File: src/rtl/pe_pipe_pkg.sv
// Shared definitions for the SMA processing element: configuration field layout,
// opcode and operand-select encodings.
package pe_pipe_pkg;

  localparam int unsigned CONF_W_MIN = 13;

  localparam int unsigned OP_LSB    = 0;
  localparam int unsigned SEL_A_LSB = 3;
  localparam int unsigned SEL_B_LSB = 6;
  localparam int unsigned DL_N_BIT  = 9;
  localparam int unsigned DL_NE_BIT = 10;
  localparam int unsigned DL_NW_BIT = 11;
  localparam int unsigned SAT_BIT   = 12;

  typedef enum logic [2:0] {
    OpPass = 3'd0,
    OpAdd  = 3'd1,
    OpSub  = 3'd2,
    OpAnd  = 3'd3,
    OpOr   = 3'd4,
    OpXor  = 3'd5,
    OpShl  = 3'd6,
    OpAcc  = 3'd7
  } op_e;

  // SelConst picks CONST_A for operand A and CONST_B for operand B.
  typedef enum logic [2:0] {
    SelSouth = 3'd0,
    SelEast  = 3'd1,
    SelWest  = 3'd2,
    SelNorth = 3'd3,
    SelDlS   = 3'd4,
    SelDlSe  = 3'd5,
    SelDlSw  = 3'd6,
    SelConst = 3'd7
  } sel_e;

endpackage

File: src/rtl/pe_alu.sv
// Combinational ALU of the processing element. In accumulate mode the result is the
// next accumulator value (acc_i + a_i), saturating like ADD.
module pe_alu
  import pe_pipe_pkg::*;
#(
  parameter int unsigned DATA_W = 25
) (
  input  op_e               op_i,
  input  logic              sat_i,
  input  logic [DATA_W-1:0] a_i,
  input  logic [DATA_W-1:0] b_i,
  input  logic [DATA_W-1:0] acc_i,
  output logic [DATA_W-1:0] result_o
);

  logic [DATA_W-1:0] add_src;
  logic [DATA_W:0]   sum;
  logic [DATA_W:0]   diff;
  logic [4:0]        shamt;

  always_comb begin
    add_src = (op_i == OpAcc) ? acc_i : b_i;
    sum     = {1'b0, add_src} + {1'b0, a_i};
    diff    = {1'b0, a_i} - {1'b0, b_i};
    shamt   = b_i[4:0];
  end

  always_comb begin
    result_o = '0;
    unique case (op_i)
      OpPass: result_o = a_i;
      OpAdd,
      OpAcc:  result_o = (sat_i && sum[DATA_W]) ? '1 : sum[DATA_W-1:0];
      OpSub:  result_o = (sat_i && diff[DATA_W]) ? '0 : diff[DATA_W-1:0];
      OpAnd:  result_o = a_i & b_i;
      OpOr:   result_o = a_i | b_i;
      OpXor:  result_o = a_i ^ b_i;
      OpShl:  result_o = (32'(shamt) >= DATA_W) ? '0 : (a_i << shamt);
      default: result_o = '0;
    endcase
  end

endmodule

File: src/rtl/pe_pipe.sv
// SMA processing element: serial shadow/active configuration, operand select, ALU,
// accumulator, valid-tracked output pipeline and masked diagonal-link outputs.
module pe_pipe
  import pe_pipe_pkg::*;
#(
  parameter int unsigned DATA_W = 25,
  parameter int unsigned LAT    = 1,
  parameter int unsigned CONF_W = 16
) (
  input  logic              CLK,
  input  logic              RST_X,
  input  logic              CONF_EN,
  input  logic              CONF_IN,
  output logic              CONF_OUT,
  input  logic              CONF_COMMIT,
  input  logic              RUN,
  input  logic              IN_VALID,
  input  logic              CLR_ACC,
  input  logic [DATA_W-1:0] IN_NORTH,
  input  logic [DATA_W-1:0] IN_SOUTH,
  input  logic [DATA_W-1:0] IN_EAST,
  input  logic [DATA_W-1:0] IN_WEST,
  input  logic [DATA_W-1:0] IN_DL_S,
  input  logic [DATA_W-1:0] IN_DL_SE,
  input  logic [DATA_W-1:0] IN_DL_SW,
  input  logic [DATA_W-1:0] IN_CONST_A,
  input  logic [DATA_W-1:0] IN_CONST_B,
  output logic [DATA_W-1:0] OUT_DATA,
  output logic              OUT_VALID,
  output logic [DATA_W-1:0] OUT_DL_N,
  output logic [DATA_W-1:0] OUT_DL_NE,
  output logic [DATA_W-1:0] OUT_DL_NW
);

  logic [CONF_W-1:0] shadow_q, shadow_d;
  logic [CONF_W-1:0] active_q, active_d;
  logic [DATA_W-1:0] acc_q, acc_d;

  op_e               op;
  sel_e              sel_a, sel_b;
  logic              sat;
  logic [DATA_W-1:0] opnd_a, opnd_b, acc_in, alu_res;
  logic [DATA_W-1:0] out_data;
  logic              out_valid;
  logic              acc_upd;

  // Commit reads shadow_q, so a simultaneous shift still commits the pre-shift word.
  always_comb begin
    shadow_d = CONF_EN ? {shadow_q[CONF_W-2:0], CONF_IN} : shadow_q;
    active_d = CONF_COMMIT ? shadow_q : active_q;
  end

  always_ff @(posedge CLK or negedge RST_X) begin
    if (!RST_X) begin
      shadow_q <= '0;
      active_q <= '0;
      acc_q    <= '0;
    end else begin
      shadow_q <= shadow_d;
      active_q <= active_d;
      acc_q    <= acc_d;
    end
  end

  assign CONF_OUT = shadow_q[CONF_W-1];

  always_comb begin
    op    = op_e'(active_q[OP_LSB +: 3]);
    sel_a = sel_e'(active_q[SEL_A_LSB +: 3]);
    sel_b = sel_e'(active_q[SEL_B_LSB +: 3]);
    sat   = active_q[SAT_BIT];
  end

  always_comb begin
    opnd_a = '0;
    unique case (sel_a)
      SelSouth: opnd_a = IN_SOUTH;
      SelEast:  opnd_a = IN_EAST;
      SelWest:  opnd_a = IN_WEST;
      SelNorth: opnd_a = IN_NORTH;
      SelDlS:   opnd_a = IN_DL_S;
      SelDlSe:  opnd_a = IN_DL_SE;
      SelDlSw:  opnd_a = IN_DL_SW;
      SelConst: opnd_a = IN_CONST_A;
      default:  opnd_a = '0;
    endcase
    opnd_b = '0;
    unique case (sel_b)
      SelSouth: opnd_b = IN_SOUTH;
      SelEast:  opnd_b = IN_EAST;
      SelWest:  opnd_b = IN_WEST;
      SelNorth: opnd_b = IN_NORTH;
      SelDlS:   opnd_b = IN_DL_S;
      SelDlSe:  opnd_b = IN_DL_SE;
      SelDlSw:  opnd_b = IN_DL_SW;
      SelConst: opnd_b = IN_CONST_B;
      default:  opnd_b = '0;
    endcase
  end

  // A clear presented with a valid ACC beat restarts the sum from A.
  always_comb begin
    acc_upd = RUN & IN_VALID & (op == OpAcc);
    acc_in  = CLR_ACC ? '0 : acc_q;
    if (acc_upd) begin
      acc_d = alu_res;
    end else if (CLR_ACC) begin
      acc_d = '0;
    end else begin
      acc_d = acc_q;
    end
  end

  pe_alu #(
    .DATA_W (DATA_W)
  ) u_alu (
    .op_i     (op),
    .sat_i    (sat),
    .a_i      (opnd_a),
    .b_i      (opnd_b),
    .acc_i    (acc_in),
    .result_o (alu_res)
  );

  if (LAT == 0) begin : g_comb
    assign out_data  = alu_res;
    assign out_valid = IN_VALID & RUN;
  end else begin : g_pipe
    logic [DATA_W-1:0] stage_q [LAT];
    logic [LAT-1:0]    v_q;

    always_ff @(posedge CLK or negedge RST_X) begin
      if (!RST_X) begin
        for (int unsigned i = 0; i < LAT; i++) stage_q[i] <= '0;
        v_q <= '0;
      end else if (RUN) begin
        stage_q[0] <= alu_res;
        v_q[0]     <= IN_VALID;
        for (int unsigned i = 1; i < LAT; i++) begin
          stage_q[i] <= stage_q[i-1];
          v_q[i]     <= v_q[i-1];
        end
      end
    end

    assign out_data  = stage_q[LAT-1];
    assign out_valid = v_q[LAT-1];
  end

  if (CONF_W > CONF_W_MIN) begin : g_rsvd
    logic unused_rsvd;
    assign unused_rsvd = ^active_q[CONF_W-1:CONF_W_MIN];
  end

  assign OUT_DATA  = out_data;
  assign OUT_VALID = out_valid;
  assign OUT_DL_N  = active_q[DL_N_BIT]  ? out_data : '0;
  assign OUT_DL_NE = active_q[DL_NE_BIT] ? out_data : '0;
  assign OUT_DL_NW = active_q[DL_NW_BIT] ? out_data : '0;

endmodule

File: config.mk
export PLATFORM = sky130hd
export DESIGN_NAME = pe_pipe
export DESIGN_NICKNAME = d
export VERILOG_FILES = /design/src/rtl/pe_pipe_pkg.sv /design/src/rtl/pe_alu.sv /design/src/rtl/pe_pipe.sv
export SDC_FILE = /design/constraint.sdc
export NUM_CORES = 1
export LEC_CHECK = 0
export BUFFER_PORTS_ARGS = -buffer_cell sky130_fd_sc_hd__buf_2
export CORE_ASPECT_RATIO = 1.75
export CORE_UTILIZATION = 25
export DETAILED_ROUTE_END_ITERATION = 10
export GPL_TIMING_DRIVEN = 0
export PLACE_DENSITY_LB_ADDON = 0.1
export SKIP_CTS_REPAIR_TIMING = 1
export SLEW_MARGIN = 20
export SYNTH_ARGS = -nofsm -noshare
export SYNTH_HDL_FRONTEND = slang
export SYNTH_SLANG_ARGS = --single-unit
File: constraint.sdc
create_clock -name CLK -period 10.65 [get_ports CLK]
set_input_delay 1.5975 -clock CLK [delete_from_list [all_inputs] [get_ports CLK]]
set_output_delay 1.5975 -clock CLK [all_outputs]
set_load 0.01 [all_outputs]
== Yosys cells after proc, flatten, opt, wreduce, memory -nomap -nowiden ==
Index checks and enable logic that the tools add are counted.

* Logic and storage cells: 53
* Output and inout bits: 102
* Input port bits: 233
* Flip-flop bits (word level): 80

* Add/sub/neg operators: 2
* Bitwise operators: 5
* $lt $le $gt $ge: 1
* Shift operators: 1
* Equality and inequality tests: 21
* Mux-type cells: 12
* Reduce and logical (&&, ||, !) cells: 6

{| class="wikitable"
|+ Operators by type and width
! operator !! number
|-
| $pmux W25 S8 || 2
|-
| $mux W25 || 9
|-
| $pmux W25 S7 || 1
|-
| $eq A3 B3 Y1 const B || 12
|-
| $add A25 B25 Y26 || 1
|-
| $sub A25 B25 Y26 || 1
|-
| $and A25 B25 Y25 || 1
|-
| $or A25 B25 Y25 || 1
|-
| $shl A25 B5 Y25 || 1
|-
| $xor A25 B25 Y25 || 1
|-
| $eq A3 B2 Y1 const B || 6
|-
| $eq A3 B1 Y1 const B || 3
|-
| $logic_not A3 Y1 || 3
|-
| $ge A5 B5 Y1 const B || 1
|-
| $and A1 B1 Y1 || 2
|-
| $logic_and A1 B1 Y1 || 2
|-
| $reduce_or A2 Y1 || 1
|}

== Logic depth before layout (Yosys ltp) ==
* Word-level depth: 8
* Mapped depth: 22
* Gate-level depth less buffers: 18

== Modules after synthesis ==
Synthesis repeated with hierarchy kept, for this count alone.

* Cell total of the unflattened synthesis: 1618
* Area, all modules: 13304.0 sq um

{| class="wikitable"
|+ By module, submodules not included
! module !! seq. area each (sq um) !! times used !! cells each !! area an instance (sq um)
|-
| pe_pipe || 2001.9 || 1 || 723 || 7075.5
|-
| pe_alu || 0.0 || 1 || 895 || 6228.5
|}

== Worst setup path after synthesis ==
Ideal clock, no wire load.

* Kind: input to register
* From: in IN_CONST_B[18]
* To: reg acc_q[12]
* Cell stages on the path: 17
* Path buffers: 1
* Data arrival time: 5.077 ns
* Setup time: 0.125 ns
* Setup slack: 5.448 ns
* Required time: 10.525 ns
* Path through: mux4_2 nand2_1 o21ai_0 a21oi_1 a2bb2oi_1 o21ai_0 ha_1 a21oi_1 o21ai_0 a211o_1 o311ai_0 and3_1 buf_2 a31oi_1 nor4_1 o21ai_1 mux2_2

* Longest elaborated chain between the ends: 7
* Elaborated cells between the ends (all ways): 10
* Those cells by class: add/sub: 2; mux: 6; reduce/logical: 2

{| class="wikitable"
|+ Ends and longest elaborated chain
! element !! RTL line !! text
|-
| start: declaration || pe_pipe.sv:27 || <nowiki>input logic [DATA_W-1:0] IN_CONST_B,</nowiki>
|-
| $pmux W25 S8 * || pe_pipe.sv:88 || <nowiki>unique case (sel_b)</nowiki>
|-
| $mux W25 || pe_alu.sv:22 || <nowiki>add_src = (op_i == OpAcc) ? acc_i : b_i;</nowiki>
|-
| $add A25 B25 Y26 || pe_alu.sv:23 || <nowiki>sum = {1'b0, add_src} + {1'b0, a_i};</nowiki>
|-
| $logic_and A1 B1 Y1 || pe_alu.sv:33 || <nowiki>OpAcc: result_o = (sat_i && sum[DATA_W]) ? '1 : sum[DATA_W-1:0];</nowiki>
|-
| $mux W25 || pe_alu.sv:33 ||
|-
| $pmux W25 S7 * || pe_alu.sv:30 || <nowiki>unique case (op_i)</nowiki>
|-
| $mux W25 * || pe_pipe.sv:105 || <nowiki>if (acc_upd) begin</nowiki>
|-
| via acc_d[12] || pe_pipe.sv:37 || <nowiki>logic [DATA_W-1:0] acc_q, acc_d;</nowiki>
|-
| end signal: assignment || pe_pipe.sv:57 || <nowiki>acc_q <= '0;</nowiki>
|-
| end signal: assignment || pe_pipe.sv:61 || <nowiki>acc_q <= acc_d;</nowiki>
|-
| end: declaration || pe_pipe.sv:37 ||
|}

Mark *: on every way through the listed nets, which the timed path passes. The rest lies on a longest branch.
A chain may end at the register's enable or synchronous reset.

== Final worst setup path ==
* From: reg active_q[6]
* To: reg acc_q[17]

* Longest elaborated chain between the ends: 8
* Elaborated cells between the ends (all ways): 24
* Those cells by class: add/sub: 2; order compare: 1; eq/ne: 7; shift: 1; mux: 7; bitwise: 3; reduce/logical: 3

{| class="wikitable"
|+ Ends and longest elaborated chain
! element !! RTL line !! text
|-
| start: declaration || pe_pipe.sv:36 || <nowiki>logic [CONF_W-1:0] active_q, active_d;</nowiki>
|-
| start signal: assignment || pe_pipe.sv:60 || <nowiki>active_q <= active_d;</nowiki>
|-
| $eq A3 B3 Y1 (tied with other cells) || pe_pipe.sv:88 ||
|-
| $pmux W25 S8 * || pe_pipe.sv:88 ||
|-
| $mux W25 || pe_alu.sv:22 ||
|-
| $add A25 B25 Y26 || pe_alu.sv:23 ||
|-
| $logic_and A1 B1 Y1 || pe_alu.sv:33 ||
|-
| $mux W25 || pe_alu.sv:33 ||
|-
| $pmux W25 S7 * || pe_alu.sv:30 ||
|-
| $mux W25 * || pe_pipe.sv:105 ||
|-
| via acc_d[17] || pe_pipe.sv:37 ||
|}

Marked as above.

==> flow_summary.json <==
{
  "status": "finished clean",
  "clockRootBuffer": "clkbuf_16",
  "synth_compound_area_share_pct": 30.5,
  "fillers": 5953,
  "cp-end-kind": "flip-flop",
  "post-route-util_pct": 30.6,
  "fp.dieArea_um2": 54900,
  "drtPass1Iterations": 7,
  "final_hold_viol_count": 0,
  "synth-seq-cells": 80,
  "ios": 335,
  "holdPathStages": 1,
  "numCtsBuffers": 9,
  "cts_sinks": 80,
  "critPathKind": "flip-flop to flip-flop",
  "timing.rr.end": "acc_q[17]",
  "power.density_nw_per_um2": 383,
  "track_usage_pct": 30.8,
  "wl_per_cell_um": 30.4,
  "syn2layout_area_growth_pct": 21.1,
  "netlist_instances": 1751,
  "clk_latency_ns": 0.38,
  "synthAdderAreaFrac_pct": 9.67,
  "fin_crit_ns": 8.21,
  "synth-simple-area-share_pct": 18.9,
  "yosys-mux-area-fraction_pct": 15.7,
  "grt_pass1_vias": 16400,
  "clk_pin_slew_ns": 0.07,
  "routed_wl_um": 84700,
  "synthXorXnorAreaFrac_pct": 2.47,
  "core_area_um2": 53300,
  "rsz0062_at_grt": "no",
  "synthesis.nets": 2087,
  "routed_via_density": 5.69,
  "die_h_um": 309,
  "cts_max_level": 3,
  "start_util_pct": 25.3,
  "total_power_w": 0.00625,
  "synth_area_per_cell_um2": 7.70,
  "critPathRequiredTime_ns": 10.96,
  "hold_slack_ns": 0.509,
  "ant_nets": 0,
  "r2r_slack_ns": 2.44,
  "final_common_cell": "buf_2",
  "syn_area_um2": 13500,
  "path_cells": "buf_6 -> buf_8 -> clkbuf_1 -> buf_2 -> clkbuf_1 -> nand3_1 -> o21ai_0 -> a221oi_1 -> nor2_1 -> ha_1 -> nand2b_1 -> a221o_1 -> o211a_1 -> nor3_1 -> o21ai_0 -> a21oi_1 -> clkbuf_1 -> a211oi_1 -> o2111ai_1 -> mux2_2",
  "critPathMaxFanout": 10,
  "grt_pass1_wl_um": 118000,
  "critPathSlowestCell": "a21oi_1",
  "drc": 0,
  "dp_hpwl_um": 73000,
  "io_buffer_count": 332,
  "drt-initial-drc-count": 994,
  "r2r_cells": 20,
  "maxCapViolCount": 0,
  "crit_arrival_ns": 8.52,
  "grt_remaining_overflow": 0,
  "cts_buffer_depth": 2,
  "tritoncts": "yes",
  "setup_tns_ns": 0,
  "grt_max_degree": 50,
  "slew_viol_final": 0,
  "drive_gt1_share_pct": 23.8,
  "hp-class": "flip-flop to flip-flop",
  "timing.fmax_mhz": 122,
  "antenna_found_initial": 2,
  "synth-edff-count": 0,
  "post-route-period-util_pct": 77.1,
  "ys_seq_area_share_pct": 14.9,
  "async_flop_share_pct": 100,
  "placedCellCount": 2769,
  "routabilityCongestion": 1.00,
  "max_slew_margin_pct": 15.8,
  "setup_violations": 0,
  "hold_end": "shadow_q[13]",
  "yosys_warnings": 0,
  "rows": 112,
  "p_leak_nw": 7.41,
  "start_kind": "flip-flop",
  "synth_cell_types": 95,
  "final_cell_mix": "buf_2, nand2_1, a21oi_1",
  "worst_slew_pin_slew_ns": 1.26,
  "crit_path_frequent_cell": "clkbuf_1",
  "synth_top_family_by_area": "compound AO/OA/AOI/OAI gates",
  "final_nets": 2432,
  "die_w_um": 178,
  "r2r-start": "active_q[6]",
  "clock_skew_ns": 0.0168,
  "critPathMaxStageDelay_ns": 0.82,
  "min_from": "shadow_q[13]",
  "peakVddDrop_mv": 0.124,
  "synth-main-ff-cell": "dfrtp_1",
  "vias": 15800,
  "final_cells": 2784
}
-- how the worst max path moves through the flow --
| stage | startpoint | end | slack, ns |
|---|---|---|---|
| detailed placement | active_q[6] | acc_q[17] | 2.61 |
| global route | active_q[6] | acc_q[17] | 2.25 |
| CTS | active_q[6] | acc_q[17] | 2.56 |
| floorplan | IN_CONST_B[18] | acc_q[12] | 5.45 |
| finish | active_q[6] | acc_q[17] | 2.44 |
| global placement | active_q[6] | acc_q[17] | 2.58 |
-- metal layers --
layer  GRT usage [%]  wire, um  up-vias
met3            3.83      4250      322
met2            58.1     44000      881
met4            28.0      8850        0
li1                -         -     7180
met5               0         0        -
met1            28.3     27600     7461
-- state kept, by name (all words and copies together) (netlist names) --
register	cells
acc_q	25
active_q	13
shadow_q	16
OUT_VALID	1
OUT_DATA	25
-- per-stage QoR --
step / instance area (um2) / setup WS [ns]
after floorplan: 13500 / 5.45
after global placement: 16000 / 2.58
after detailed placement: 16100 / 2.61
after CTS: 16300 / 2.56
after global routing: 16300 / 2.25
final: 16300 / 2.44
-- synth_stat cells, drive strengths merged (20+ instances only) --
master	n	share of area, %
a21oi	146	5.5
nor2b	46	2.1
nor2	129	3.7
buf	55	3.1
mux2i	110	8.3
inv	101	2.8
o21ai	119	4.4
a211oi	35	1.9
clkbuf	70	2.0
nand3	30	1.1
dfrtp	80	15
mux4	21	3.5
xnor2	24	1.6
ha	101	9.4
a22oi	31	1.7
mux2	46	3.8
and2	77	3.6
o22ai	54	2.6
nand2	149	4.2
nand2b	20	0.93
a221oi	35	2.4
nor3	20	0.74
-- cell families (layout without fill, tap and decap cells) --
| kind of cell | after synthesis | after routing |
|---|---|---|
| buffers and inverters | 228 | 576 |
| other | 0 | 1 |
| XOR/XNOR | 38 | 38 |
| adder cells (fa/ha/maj) | 103 | 103 |
| multiplexers | 177 | 177 |
| AND/OR/NAND/NOR | 521 | 521 |
| AO/OA/AOI/OAI | 604 | 604 |
| flip-flops | 80 | 80 |
-- critical path: cells and delay by family, from the launching register on --
family / cells / cell delay, ns
simple gates: 4 / 1.67
compound gates: 8 / 2.33
flops: 1 / 0.41
buf+inv: 6 / 3.05
fa+ha+maj: 1 / 0.44
mux: 1 / 0.23
-- where the power goes --
part	internal (W)	switching (W)	total [W]
clock	0.000160	0.000135	0.000295
combinational	0.00188	0.00355	0.00543
sequential	0.000401	0.000123	0.000524
-- layout make-up --
type                    instances  area, um2  area share, %
diodes                          1       2.50         0.0153
clock buffers                  10        239           1.46
multi-input cells            1443      10400           63.9
repair buffers                334       1700           10.4
clock inverters                 4       22.5          0.138
flip-flops and latches         80       2000           12.3
well taps                     684        856           5.24
plain buffers                 125        682           4.18
inverters                     103        390           2.39
Power figures use the tool's default switching activity.
